`config.mk`:
```
export PLATFORM = sky130hd
export DESIGN_NAME = pipe_ctrl
export DESIGN_NICKNAME = d
export VERILOG_FILES = /design/src/rtl/pipe_ctrl_pkg.sv /design/src/rtl/pipe_ctrl.sv
export SDC_FILE = /design/constraint.sdc
export NUM_CORES = 1
export LEC_CHECK = 0
export ABC_AREA = 1
export CORE_AREA = 2 2 93 95
export CTS_CLUSTER_DIAMETER = 40
export DETAILED_ROUTE_END_ITERATION = 6
export DIE_AREA = 0 0 95 97
export PLACE_DENSITY_LB_ADDON = 0.15
export SLEW_MARGIN = 15
export SYNTH_ARGS = -nofsm -noshare
export SYNTH_HDL_FRONTEND = slang
export SYNTH_SLANG_ARGS = --single-unit
```
`constraint.sdc`:
```
create_clock -name clk -period 2 [get_ports clk]
set_input_delay 0.5 -clock clk [delete_from_list [all_inputs] [get_ports clk]]
set_output_delay 0.5 -clock clk [all_outputs]
set_load 0.01 [all_outputs]
```
`src/rtl/pipe_ctrl_pkg.sv`:
```
// Shared definitions for the pipeline controller: stage bit positions on the
// stall bus, the canonical stall vectors, controller states and the stall
// priority encoder.
package pipe_ctrl_pkg;

    // Bit position of each stage's hold signal on the stall bus
    localparam int STAGE_PC  = 0;
    localparam int STAGE_IF  = 1;
    localparam int STAGE_ID  = 2;
    localparam int STAGE_EX  = 3;
    localparam int STAGE_MEM = 4;
    localparam int STAGE_WB  = 5;

    // Each vector freezes every stage up to and including the requester, so
    // the register right after the requester sees stall[k] && !stall[k+1]
    // and turns into a bubble.
    localparam logic [5:0] STALL_NONE = 6'b000000;
    localparam logic [5:0] STALL_IF   = 6'((1 << (STAGE_IF + 1)) - 1);
    localparam logic [5:0] STALL_ID   = 6'((1 << (STAGE_ID + 1)) - 1);
    localparam logic [5:0] STALL_MEM  = 6'((1 << (STAGE_MEM + 1)) - 1);

    typedef enum logic {
        S_IDLE       = 1'b0,
        S_WAIT_FETCH = 1'b1
    } state_t;

    // Deepest requester wins: a MEM stall already covers ID and IF.
    function automatic logic [5:0] stall_select(
        input logic mem_req,
        input logic id_req,
        input logic fetch_req
    );
        if (mem_req)
            return STALL_MEM;
        else if (id_req)
            return STALL_ID;
        else if (fetch_req)
            return STALL_IF;
        else
            return STALL_NONE;
    endfunction

endpackage

```
`src/rtl/pipe_ctrl.sv`:
```
// Central stall/flush/redirect controller for the 5-stage RV32I core.
// Request paths are purely combinational; only the pending redirect target,
// the controller state and the two performance counters are registered.
module pipe_ctrl
    import pipe_ctrl_pkg::*;
#(
    parameter int ADDR_WIDTH  = 32,
    parameter int STALL_WIDTH = 6,
    parameter int CNT_WIDTH   = 16
) (
    input  logic                   clk,
    input  logic                   rst,
    input  logic                   if_stall_req,
    input  logic                   id_stall_req,
    input  logic                   mem_stall_req,
    input  logic                   ex_jump_req,
    input  logic [ADDR_WIDTH-1:0]  ex_jump_target,
    output logic [STALL_WIDTH-1:0] stall_out,
    output logic                   jump_or_not,
    output logic                   redirect_valid,
    output logic [ADDR_WIDTH-1:0]  redirect_pc,
    output logic [CNT_WIDTH-1:0]   flush_cnt,
    output logic [CNT_WIDTH-1:0]   stall_cnt
);

    state_t                state;
    logic [ADDR_WIDTH-1:0] tgt_q;

    logic jump_acc;     // EX redirect taken this cycle (MEM not freezing EX)
    logic flush_act;    // wrong-path instructions present in IF/ID this cycle
    logic fire_now;     // redirect straight from EX, fetch is idle
    logic fire_pend;    // replay of a redirect parked behind a busy fetch

    // Saturating increment shared by both performance counters
    function automatic logic [CNT_WIDTH-1:0] sat_inc(input logic [CNT_WIDTH-1:0] v);
        return (&v) ? v : v + 1'b1;
    endfunction

    // Decode requests against the current state into flush/redirect intents
    always_comb begin
        jump_acc  = (state == S_IDLE) && ex_jump_req && !mem_stall_req;
        fire_now  = jump_acc && !if_stall_req;
        fire_pend = (state == S_WAIT_FETCH) && !if_stall_req && !mem_stall_req;
        flush_act = jump_acc || (state == S_WAIT_FETCH);
    end

    // Drive the stall bus, flush and redirect; everything is held low in reset
    always_comb begin
        stall_out      = '0;
        jump_or_not    = 1'b0;
        redirect_valid = 1'b0;
        redirect_pc    = '0;
        if (rst) begin
            // A load-use stall from ID is meaningless while ID holds a
            // wrong-path instruction that is about to be squashed.
            stall_out      = STALL_WIDTH'(stall_select(mem_stall_req,
                                                       id_stall_req && !flush_act,
                                                       if_stall_req));
            jump_or_not    = flush_act;
            redirect_valid = fire_now || fire_pend;
            if (fire_now)
                redirect_pc = ex_jump_target;
            else if (fire_pend)
                redirect_pc = tgt_q;
        end
    end

    // Controller FSM: park a redirect while a fetch is in flight, replay it later
    always_ff @(posedge clk or negedge rst) begin
        if (!rst) begin
            state <= S_IDLE;
            tgt_q <= '0;
        end else begin
            case (state)
                S_IDLE: begin
                    if (jump_acc && if_stall_req) begin
                        tgt_q <= ex_jump_target;
                        state <= S_WAIT_FETCH;
                    end
                end
                S_WAIT_FETCH: begin
                    if (fire_pend)
                        state <= S_IDLE;
                end
                default: state <= S_IDLE;
            endcase
        end
    end

    // Count accepted redirects; a replay does not count a second time
    always_ff @(posedge clk or negedge rst) begin
        if (!rst)
            flush_cnt <= '0;
        else if (jump_acc)
            flush_cnt <= sat_inc(flush_cnt);
    end

    // Count cycles in which any stage is held
    always_ff @(posedge clk or negedge rst) begin
        if (!rst)
            stall_cnt <= '0;
        else if (|stall_out)
            stall_cnt <= sat_inc(stall_cnt);
    end

endmodule

```
== Word level (Yosys, flattened, before mapping) ==
Index checks and enable logic that the tools add are counted.
Cells by class
  multiplexer cells: 12
  bitwise gates (word level): 3
  reduce and logical (&&, ||, !) cells: 18
  add/sub/neg operators: 2
Operators by type and width (number)
  32-bit two-way mux: 3
  16-bit by 1-bit adder with 16-bit output (second input constant): 2
  16-bit AND reduction: 2
  1-bit logical AND: 7
  6-bit two-way mux: 1
  2-bit AND reduction: 3
  6-bit OR reduction: 1
  5-bit two-way mux: 1
  1-bit two-way mux: 4
  1-bit logical NOT: 3
  3-bit two-way mux: 1
  1-bit inverter: 3
  1-bit logical OR: 2
  2-bit two-way mux: 1
  1-bit one-hot mux with 2 select lines: 1
Word-level totals
  flip-flop bits (word level): 65
  input port bits: 38
  output and inout port bits: 72
  logic and storage cells: 39

== Logic depth before layout (Yosys ltp) ==
  word-level depth: 11
  gate-level depth with buffers: 10
  mapped depth without buffers: 9

== Worst setup path before layout ==
OpenSTA, ideal clock, no wires.
  path kind: input-to-output
  start: in if_stall_req
  end: out redirect_pc[10]
  required time: 1.500 ns
  cell stages on the path: 7
  arrival time: 1.441 ns
  buffers on the path: 2
  path slack: 0.059 ns
  cells stage by stage: clkbuf_1 -> nor2_2 -> nand2_1 -> inv_1 -> buf_2 -> nand2_1 -> a21oi_1
Between the ends
  cells in the longest elaborated chain, start to end: 6
  elaborated cells between the ends (all ways): 7
RTL lines
  from (decl): RTL line pipe_ctrl.sv:13  | input logic if_stall_req,
  1-bit logical NOT *: RTL line pipe_ctrl.sv:42, pipe_ctrl.sv:43
  1-bit logical AND (2 in a row): RTL line pipe_ctrl.sv:43  | fire_pend = (state == S_WAIT_FETCH) && !if_stall_req && !mem_stall_req;
  32-bit two-way mux: RTL line pipe_ctrl.sv:63  | else if (fire_pend)
  32-bit two-way mux *: RTL line pipe_ctrl.sv:61  | if (fire_now)
  32-bit two-way mux *: RTL line pipe_ctrl.sv:53  | if (rst) begin
  to (decl): RTL line pipe_ctrl.sv:21  | output logic [ADDR_WIDTH-1:0] redirect_pc,
Mark *: on every way between the ends. The rest lies on a longest branch, timed or not.

== Worst setup path in the final report ==
  start: reg state
  end: out redirect_pc[24]
Between the ends
  cells in the longest elaborated chain, start to end: 6
  elaborated cells between the ends (all ways): 9
RTL lines
  from (decl): RTL line pipe_ctrl.sv:26  | state_t state;
  from (signal assigned): RTL line pipe_ctrl.sv:71  | state <= S_IDLE;
  from (signal assigned): RTL line pipe_ctrl.sv:78  | state <= S_WAIT_FETCH;
  from (signal assigned): RTL line pipe_ctrl.sv:83  | state <= S_IDLE;
  1-bit inverter (no line)
  1-bit logical AND (2 in a row): RTL line pipe_ctrl.sv:41  | jump_acc = (state == S_IDLE) && ex_jump_req && !mem_stall_req;
  1-bit logical AND: RTL line pipe_ctrl.sv:42  | fire_now = jump_acc && !if_stall_req;
  32-bit two-way mux *: RTL line pipe_ctrl.sv:61
  32-bit two-way mux *: RTL line pipe_ctrl.sv:53
Marks and branches as above.

==> tab_implementation.tex <==
\begin{tabular}{lr}
\hline
Metric & Value \\
\hline
\multicolumn{2}{l}{\textbf{Synth}} \\
\quad Adder and majority cell fraction of the synthesized area & 0.00638 \\
\quad Share of the synthesized netlist area taken by xor and xnor gates & 0.0313 \\
\quad Library cells used by synthesis & 30 \\
\quad Mean area per synthesized cell & 6.93 um\^{}2 \\
\quad Sequential share of the synthesized area & 0.415 \\
\quad Complex-gate fraction of the synthesized area & 0.0657 \\
\quad Yosys warnings & 0 \\
\quad Main combinational cell family by area after synthesis & simple AND/OR/NAND/NOR gates \\
\quad Mux cell area share after synthesis & 0 \\
\quad Basic-gate share of the synthesized area counting and, or, nand and nor cells & 0.416 \\
\quad Area of the mapped netlist & 3920 um\^{}2 \\
\quad Synth Register Bits & 65 \\
\quad Post-synthesis net count & 606 \\
\quad Number of cells produced by synthesis & 566 \\
\multicolumn{2}{l}{\textbf{Drt}} \\
\quad Via count of the routed design & 4245 \\
\quad Drt drc & 0 \\
\quad Router iterations before antenna repair & 5 \\
\quad Via-per-instance ratio & 5.08 \\
\quad Detail-routed net length per standard cell & 13.9 um \\
\quad DRC marker count from the first detailed-route iteration & 115 \\
\quad Antenna-violating nets left & 0 \\
\quad Wirelength, routed & 11.6 mm \\
\multicolumn{2}{l}{\textbf{GRT}} \\
\quad Initial antenna violation count & 0 \\
\quad Gr ovfl total & 0 \\
\quad Largest net degree at the start of global routing & 35 \\
\quad Via count of the first global-routing pass & 4179 \\
\quad GRT Overall Usage & 0.256 \\
\quad First-pass GRT wire length & 19.0 mm \\
\multicolumn{2}{l}{\textbf{Timing}} \\
\quad Hold Fails Final Rpt & 0 \\
\quad Final worst path period share & 1.08 \\
\quad Highest clock rate & 463 MHz \\
\quad Minimum hold slack & 221 ps \\
\quad RSZ-0062 raised after global routing & yes \\
\quad Final Max Slew Viols & 0 \\
\quad Minimum clock period & 2160 ps \\
\quad Setup violations, final & 32 \\
\quad Setup skew after layout & 8.75 ps \\
\quad Final critical-path setup slack & -159 ps \\
\multicolumn{2}{l}{\textbf{Finish}} \\
\quad Layout cells sized above 1 & 0.278 \\
\quad Commonest non-fill, non-tap cells in the layout & 254 x sky130\_fd\_sc\_hd\_\_nand2\_1, 65 x sky130\_fd\_sc\_hd\_\_dfrtp\_1, 65 x sky130\_fd\_sc\_hd\_\_clkdlybuf4s50\_1 \\
\quad Core Util, Final & 0.724 \\
\quad Filler Cells Inserted & 664 \\
\quad Area added between synthesis and finish & 50.1\% \\
\quad Number of nets in the layout & 765 \\
\quad Number of diodes & 0 \\
\quad Most common cell after layout, fill and taps aside & sky130\_fd\_sc\_hd\_\_nand2\_1 \\
\multicolumn{2}{l}{\textbf{Clocking}} \\
\quad Max clock buf depth & 2 \\
\quad Max H-tree Level & 3 \\
\quad TritonCTS Buffers & 9 \\
\quad TritonCTS clock tree & yes \\
\quad Clk sinks & 65 \\
\quad Clock Latency Late Sink & 330 ps \\
\quad Clock tree root buffer cell & sky130\_fd\_sc\_hd\_\_clkbuf\_8 \\
\quad Worst-path clk slew & 70 ps \\
\multicolumn{2}{l}{\textbf{Floorplan}} \\
\quad Overall die area & 9220 um\^{}2 \\
\quad Core region area & 8130 um\^{}2 \\
\quad Initial core utilization & 0.482 \\
\quad Die X & 95 um \\
\quad Placement row count & 33 \\
\quad Overall die height & 97 um \\
\quad Number of placed I/O pins & 110 \\
\multicolumn{2}{l}{\textbf{Run status}} \\
\quad Outcome & finished, violations left \\
\quad Violations in the final reports & setup timing \\
\multicolumn{2}{l}{\textbf{Worst setup path}} \\
\quad Path type of the worst setup path & flip-flop to output pin \\
\quad Data arrival time of the critical path & 1660 ps \\
\quad Max FO, Critical Path & 5 \\
\quad Reg2reg setup slack & 310 ps \\
\quad Element type at the critical path end & output pin \\
\quad Startpoint type of the worst setup path & flip-flop \\
\quad Required time reported for the critical path endpoint & 1500 ps \\
\multicolumn{2}{l}{\textbf{Power}} \\
\quad Sequential Power Share & 0.451 \\
\quad Internal & 2.65 mW \\
\quad Clock network fraction of total power & 0.276 \\
\quad Sw Ratio & 0.319 \\
\quad Final Total Pwr & 3.89 mW \\
\quad Net switching power & 1.24 mW \\
\quad Leakage power summed over all cells & 2.84 nW \\
\quad Power density over the cells & 660 nW/um\^{}2 \\
\quad Proportion of power drawn by combinational gates & 0.273 \\
\quad VDD IR max & 541 uV \\
\multicolumn{2}{l}{\textbf{Placement}} \\
\quad Number of buffers added on ports & 108 \\
\quad Pre-CTS setup slack & -806 ps \\
\quad Global placer's final weighted congestion & 0.849 \\
\quad DP Wirelength & 7.66 mm \\
\multicolumn{2}{l}{\textbf{Hold path}} \\
\quad Type of the tightest min-delay check & input port to async pin \\
\multicolumn{2}{l}{\textbf{Flow run}} \\
\quad \# Max-Cap Violations & 0 \\
\hline
\end{tabular}
[cell usage after synthesis]
| library cell | instances | area share |
|---|---|---|
| sky130_fd_sc_hd__a21oi_1 | 33 | 0.042 |
| sky130_fd_sc_hd__a21oi_4 | 2 | 0.0083 |
| sky130_fd_sc_hd__buf_12 | 1 | 0.0051 |
| sky130_fd_sc_hd__buf_2 | 7 | 0.0089 |
| sky130_fd_sc_hd__buf_4 | 4 | 0.0077 |
| sky130_fd_sc_hd__buf_6 | 2 | 0.0057 |
| sky130_fd_sc_hd__clkbuf_1 | 13 | 0.012 |
| sky130_fd_sc_hd__clkinv_1 | 1 | 0.00096 |
| sky130_fd_sc_hd__clkinv_2 | 1 | 0.0013 |
| sky130_fd_sc_hd__conb_1 | 1 | 0.00096 |
| sky130_fd_sc_hd__dfrtp_1 | 65 | 0.41 |
| sky130_fd_sc_hd__ha_1 | 2 | 0.0064 |
| sky130_fd_sc_hd__inv_1 | 18 | 0.017 |
| sky130_fd_sc_hd__inv_2 | 6 | 0.0057 |
| sky130_fd_sc_hd__nand2_1 | 278 | 0.27 |
| sky130_fd_sc_hd__nand2_2 | 13 | 0.021 |
| sky130_fd_sc_hd__nand2_4 | 2 | 0.0057 |
| sky130_fd_sc_hd__nand3_1 | 44 | 0.056 |
| sky130_fd_sc_hd__nand3_2 | 1 | 0.0026 |
| sky130_fd_sc_hd__nand3b_1 | 1 | 0.0019 |
| sky130_fd_sc_hd__nand4_1 | 10 | 0.016 |
| sky130_fd_sc_hd__nor2_1 | 31 | 0.030 |
| sky130_fd_sc_hd__nor2_2 | 3 | 0.0048 |
| sky130_fd_sc_hd__nor2_4 | 3 | 0.0086 |
| sky130_fd_sc_hd__nor3_4 | 1 | 0.0041 |
| sky130_fd_sc_hd__o21ai_0 | 7 | 0.0089 |
| sky130_fd_sc_hd__o21ai_2 | 1 | 0.0022 |
| sky130_fd_sc_hd__o21ai_4 | 1 | 0.0041 |
| sky130_fd_sc_hd__xnor2_1 | 10 | 0.022 |
| sky130_fd_sc_hd__xor2_1 | 4 | 0.0089 |
[registers in the layout, indices dropped and copies added (netlist names)]
register	cells
tgt_q	32
flush_cnt	16
stall_cnt	16
state	1
[cell families (layout without fill, tap and decap cells)]
logic type | after synthesis | in the layout
xor+xnor | 14 | 14
simple gates | 387 | 387
compound gates | 44 | 44
buf+inv | 53 | 217
fa+ha+maj | 2 | 2
other cells | 1 | 1
flops | 65 | 65
[worst max-delay path, cell delays in order, from the launching register on]
cell and delay [ps]:
sky130_fd_sc_hd__dfrtp_1 390, sky130_fd_sc_hd__nor2_2 150, sky130_fd_sc_hd__nand2_2 100, sky130_fd_sc_hd__inv_4 90
sky130_fd_sc_hd__buf_12 130, sky130_fd_sc_hd__buf_8 120, sky130_fd_sc_hd__nand2_2 60, sky130_fd_sc_hd__a21oi_2 150
sky130_fd_sc_hd__buf_2 150
[metal layers]
metal	part of all wire	global-route usage	up-vias	wire (um)
met1	0.43	0.327	2002	5050
met5	0	0	-	0
met2	0.50	0.439	123	5800
li1	-	-	2101	-
met4	0.017	0.0814	0	198
met3	0.049	0.0413	19	565
[layout make-up]
class | instances | area [um^2] | area share
tap | 105 | 131 | 0.0223
multi-input combinational | 448 | 2220 | 0.377
timing repair buffer | 175 | 1610 | 0.274
clock buffer | 14 | 183 | 0.0310
sequential | 65 | 1630 | 0.276
inverter | 26 | 104 | 0.0176
clock inverter | 2 | 10.0 | 0.00170
[timing repair]
action / 4_1_cts / 5_1_grt
cloned: 4 / 1
hold buffers: 0 / 0
pin swaps: 17 / 17
buffers inserted: 8 / 1
setup endpoints to repair: 39 / 38
resized for setup: 194 / 31
[worst paths after layout]
| path | startpoint | end | cells after the start |
|---|---|---|---|
| max | state | redirect_pc[24] | 8 |
| min | rst | tgt_q[17] | 2 |
| max reg2reg | flush_cnt[0] | flush_cnt[15] | 8 |
| min reg2reg | tgt_q[20] | tgt_q[20] | 2 |
| max in group asynchronous | rst | flush_cnt[6] | 3 |
| min in group clk | tgt_q[20] | tgt_q[20] | 2 |
[power by group through the flow]
stage | Combinational [mW] | Sequential, mW | Clock, mW
global route | 1.17 | 1.78 | 1.15
floorplan | 0.449 | 1.76 | 0
global placement | 0.965 | 1.75 | 0
CTS | 1.04 | 1.74 | 1.10
finish | 1.06 | 1.75 | 1.07
detailed placement | 0.996 | 1.77 | 0
[metrics by stage]
stage,TNS [ps],cell area [um^2],std cells
finish,-3440,5890,835
floorplan,0,3920,566
CTS,-938,5760,833
global placement,-29100,5450,805
global route,-5640,5890,835
detailed placement,-30570,5450,805
(Power assumes the default switching activity.)
